[config.mk]
export PLATFORM = sky130hd
export DESIGN_NAME = dmem_arbiter
export DESIGN_NICKNAME = d
export VERILOG_FILES = /design/src/rtl/dmem_arbiter.sv
export SDC_FILE = /design/constraint.sdc
export NUM_CORES = 1
export LEC_CHECK = 0
export ABC_AREA = 1
export CORE_AREA = 2 2 82 84
export CTS_CLUSTER_SIZE = 16
export DETAILED_ROUTE_END_ITERATION = 8
export DIE_AREA = 0 0 84 86
export PLACE_DENSITY = 0.77
export REMOVE_ABC_BUFFERS = 1
export SETUP_SLACK_MARGIN = 0.05
export SYNTH_ARGS = -nofsm -noshare
export SYNTH_HDL_FRONTEND = slang
export SYNTH_SLANG_ARGS = --single-unit
[constraint.sdc]
create_clock -name clk -period 2.89 [get_ports clk]
set_input_delay 0.4335 -clock clk [delete_from_list [all_inputs] [get_ports clk]]
set_output_delay 0.4335 -clock clk [all_outputs]
set_load 0.02 [all_outputs]
[src/rtl/dmem_arbiter.sv]
// Two-port arbiter in front of the data memory: port 0 (load/store unit) normally wins, port 1 (debug/DMA) is forced through after MAX_WAIT refusals.
// Optional round-robin contention rule enabled by defining DMEM_ARB_RR_EN.
module dmem_arbiter #(
  parameter int         MAX_WAIT = 4,
  parameter logic [2:0] IDLE_OP  = 3'b100
) (
  input  logic        clk,
  input  logic        nrst,
  input  logic        m0_valid,
  output logic        m0_ready,
  input  logic [2:0]  m0_op,
  input  logic [10:0] m0_addr,
  input  logic [31:0] m0_wdata,
  output logic        m0_rvalid,
  input  logic        m1_valid,
  output logic        m1_ready,
  input  logic [2:0]  m1_op,
  input  logic [10:0] m1_addr,
  input  logic [31:0] m1_wdata,
  output logic        m1_rvalid,
  output logic [31:0] rdata_o,
  output logic        mem_stall,
  output logic [2:0]  mem_op_code,
  output logic [10:0] mem_rwaddr,
  output logic [31:0] mem_wdata,
  input  logic [31:0] mem_rdata
);

  logic       resp_pend;
  logic       resp_owner;
  logic [3:0] wait_cnt;
  logic       contended;
  logic       force1;
  logic       pick1;
  logic       grant0;
  logic       grant1;
  logic       win_read;

`ifdef DMEM_ARB_RR_EN
  logic rr_ptr;
`endif

  // Grants are gated by nrst so the memory sees no access while reset is held.
  always_comb begin
    contended = m0_valid & m1_valid;
    force1    = (wait_cnt == 4'(MAX_WAIT));
`ifdef DMEM_ARB_RR_EN
    pick1     = contended ? (force1 | rr_ptr) : m1_valid;
`else
    pick1     = contended ? force1 : m1_valid;
`endif
    grant1    = nrst & m1_valid & pick1;
    grant0    = nrst & m0_valid & ~pick1;
  end

  assign m0_ready = grant0;
  assign m1_ready = grant1;

  always_comb begin
    mem_stall   = 1'b1;
    mem_op_code = IDLE_OP;
    mem_rwaddr  = '0;
    mem_wdata   = '0;
    win_read    = 1'b0;
    if (grant1) begin
      mem_stall   = 1'b0;
      mem_op_code = m1_op;
      mem_rwaddr  = m1_addr;
      mem_wdata   = m1_wdata;
      win_read    = m1_op[2];
    end else if (grant0) begin
      mem_stall   = 1'b0;
      mem_op_code = m0_op;
      mem_rwaddr  = m0_addr;
      mem_wdata   = m0_wdata;
      win_read    = m0_op[2];
    end
  end

  // Memory read data arrives one cycle after the access; remember who asked for it.
  always_ff @(posedge clk or negedge nrst) begin
    if (!nrst) begin
      resp_pend  <= 1'b0;
      resp_owner <= 1'b0;
      wait_cnt   <= '0;
    end else begin
      resp_pend <= win_read;
      if (win_read)
        resp_owner <= grant1;
      if (m1_valid & ~grant1) begin
        if (wait_cnt != 4'(MAX_WAIT))
          wait_cnt <= wait_cnt + 4'd1;
      end else begin
        wait_cnt <= '0;
      end
    end
  end

`ifdef DMEM_ARB_RR_EN
  // Only contended grants move the preference, towards the loser.
  always_ff @(posedge clk or negedge nrst) begin
    if (!nrst)
      rr_ptr <= 1'b0;
    else if (contended)
      rr_ptr <= ~grant1;
  end
`endif

  assign m0_rvalid = resp_pend & ~resp_owner;
  assign m1_rvalid = resp_pend & resp_owner;
  assign rdata_o   = mem_rdata;

endmodule

==> summary.md <==
| Metric | Value |
|---|---|
| Clk_lat worst skew | 230 ps |
| Largest family of logic cells by synthesized area | simple AND/OR/NAND/NOR gates |
| Clk root buf | clkbuf_8 |
| Final WL | 5480 um |
| DRT Pass-1 Iters | 4 |
| Worst-Margin Slew | 289 ps |
| Max Cap Violations | 0 |
| Post-Synth XOR/XNOR Area | 1.33% |
| Max_slew headroom | 80.7% |
| # H-tree levels | 1 |
| Reg2Reg Launch Point | wait_cnt[0]$_DFFE_PN0P_ |
| Via count | 1739 |
| RR Endpoint | wait_cnt[3]$_DFFE_PN0P_ |
| Post-synthesis instance area | 1320 um2 |
| Critical path start-end classification | reg -> out |
| RSZ-0062 raised after global routing | no |
| Min-Delay Path Class | in -> async |
| Area growth syn-to-layout | 110% |
| Row count | 29 |
| Hold buffer count at cts | 0 |
| Crit share post-route | 93.7% |
| CTS tree | built |
| Max Clock Freq | 369 MHz |
| Number of diodes | 0 |
| IO Port Bufs | 146 |
| DP Worst Slack | 188 ps |
| Final Hold Fails | 0 |
| Startpoint Class | flip-flop |
| Die ar. | 7220 um2 |
| Worst Setup SP | wait_cnt[0]$_DFFE_PN0P_ |
| Final slew viol count | 0 |
| Clock net sink count | 6 |
| Largest net degree at the start of global routing | 29 |
| Vias/cell | 4.22 |
| Synth top area cells | nand2_1 (33%), buf_4 (18%), nand2_2 (14%) |
| Sequential element share of the synthesized area | 11.4% |
| Antenna violations before repair | 0 |
| ANT nets after route | 0 |
| Mux share of post-synthesis cell area | 0% |
| Layout Nets | 467 |
| Avg Cell Area, Syn | 5.95 um2 |
| Initial drt markers | 44 |
| Area leader, netlist | nand2_1 |
| I/O pin count | 211 |
| Synth Area in Simple Gates | 54.3% |
| CTS clk-pin slew, worst paths | 40 ps |
| Hold WS | 568 ps |
| Clock Skew | 3.09 ps |
| DP HPWL | 4630 um |
| Overall power | 637 uW |
| CP max FO | 19 |
| GPL Wtd Cong | 0.781 |
| Synth unique cells | 22 |
| Outcome | completed |
| Num CTS Buffers | 3 |
| Nature of the critical path endpoint | primary output |
| R2R cell count | 7 |
| GRT Resource Usage Total | 13.9% |
| Power Density | 230 nW/um2 |
| Drt wl/cell | 13.3 um |
| Vias in the first global route | 1735 |
| Peak supply drop | 0.000175 V |
| CP endpoint | mem_wdata[23] |
| CTS Buffer Depth | 2 |
| Crit path arrival time | 2270 ps |
| Pleak | 1.87 nW |
| Endpoints failing setup | 0 |
| Fin crit period | 2710 ps |
| Most frequent cells in the layout | nand2_1 (115), clkdlybuf4s50_1 (104), dlymetal6s2s_1 (42) |
| Die Wd | 84 um |
| Grt total ovfl | 0 |
| Core box area | 6280 um2 |
| Yosys top cell area share | 32.7% |
| Die Y | 86 um |
| Post-synthesis register bit count | 6 |
| YS warnings | 0 |
| CP required | 2460 ps |
| PnR worst setup slack | 183 ps |
| DRC Markers | 0 |
| Share of cells above drive strength 1 | 13.4% |
| First-pass GRT wire length | 8020 um |
| # Post-CTS Setup Buffers | 0 |
| Final TNS setup | 0 ps |
| Leading cell type in the layout, fill and taps excluded | nand2_1 |
| Initial Util | 21.0% |
| Adder-Cell Fraction of Synth Area | 1.89% |
| Reg2reg setup slack | 1480 ps |
| Mapped Cells | 222 |
| FILL cells | 636 |
| Post-cts resize count | 0 |
| Synth Area in Compound Gates | 1.80% |
metal layers:
metal / up-vias / track usage, % / routed length (um)
met1: 754 / 15.8 / 2050
li1: 859 / - / -
met4: 0 / 1.76 / 14
met3: 2 / 8.57 / 784
met2: 124 / 22.5 / 2630
met5: - / 4.90 / 0
where the power goes:
| group | switching (mW) | total, mW | internal, mW |
|---|---|---|---|
| sequential | 0.0124 | 0.107 | 0.0946 |
| clock | 0.0402 | 0.130 | 0.0898 |
| combinational | 0.172 | 0.400 | 0.228 |
critical path, cell delays in order, from the launching register on:
cell	delay, ps
dfrtp_1	400
inv_1	110
ha_1	220
nand3_4	130
nand2_4	120
nand3_4	80
clkinv_2	100
buf_12	170
nand2_2	50
nand2_1	60
clkdlybuf4s50_1	590
how the worst min path moves through the flow:
| stage | end | depth (start not counted) | startpoint | slack [ps] |
|---|---|---|---|---|
| 2_1_floorplan | resp_owner$_DFFE_PN0P_ | 0 | nrst | 140 |
| 3_3_place_gp | resp_owner$_DFFE_PN0P_ | 4 | resp_owner$_DFFE_PN0P_ | 560 |
| 5_1_grt | wait_cnt[3]$_DFFE_PN0P_ | 2 | nrst | 580 |
| 6_report | wait_cnt[3]$_DFFE_PN0P_ | 2 | nrst | 570 |
| 3_5_place_dp | resp_owner$_DFFE_PN0P_ | 4 | resp_owner$_DFFE_PN0P_ | 580 |
| 4_1_cts | wait_cnt[3]$_DFFE_PN0P_ | 2 | nrst | 580 |
metrics by stage:
step / utilization, % / instances / instance area (um2)
6_report: 44.1 / 412 / 2770
5_1_grt: 44.1 / 412 / 2770
3_3_place_gp: 41.8 / 409 / 2630
4_1_cts: 42.5 / 412 / 2670
2_1_floorplan: - / 180 / 965
3_5_place_dp: 41.8 / 409 / 2630
Yosys cell counts:
library cell	instances
a21oi_1	2
a21oi_2	1
buf_12	4
buf_2	5
buf_4	32
buf_6	1
clkinv_2	1
dfrtp_1	6
ha_1	2
inv_1	6
inv_2	1
nand2_1	115
nand2_2	30
nand2_4	1
nand3_1	2
nand3_4	2
nand3b_1	1
nand4_1	3
nor2_1	4
o21ai_0	1
xnor2_1	1
xor2_1	1
registers in the layout, indices dropped and copies added, names as in the netlist:
register and count:
wait_cnt 4, resp_owner 1, resp_pend 1
cell type report:
class | count | area, um2 | share of cell area [%]
inverter | 8 | 31.3 | 1.13
timing repair buffer | 152 | 1660 | 60.0
sequential | 6 | 150 | 5.42
tap | 77 | 96.3 | 3.48
multi-input combinational | 166 | 791 | 28.5
clock buffer | 3 | 41.3 | 1.49
kinds of logic after synthesis:
logic type                 Yosys count
xor gates and xnor gates             2
DFF                                  6
adders and majority gates            2
AOI/OAI and AO/OA                    4
and+or+nand+nor                    158
buffers and inverters               50
Power figures use the tool's default switching activity.
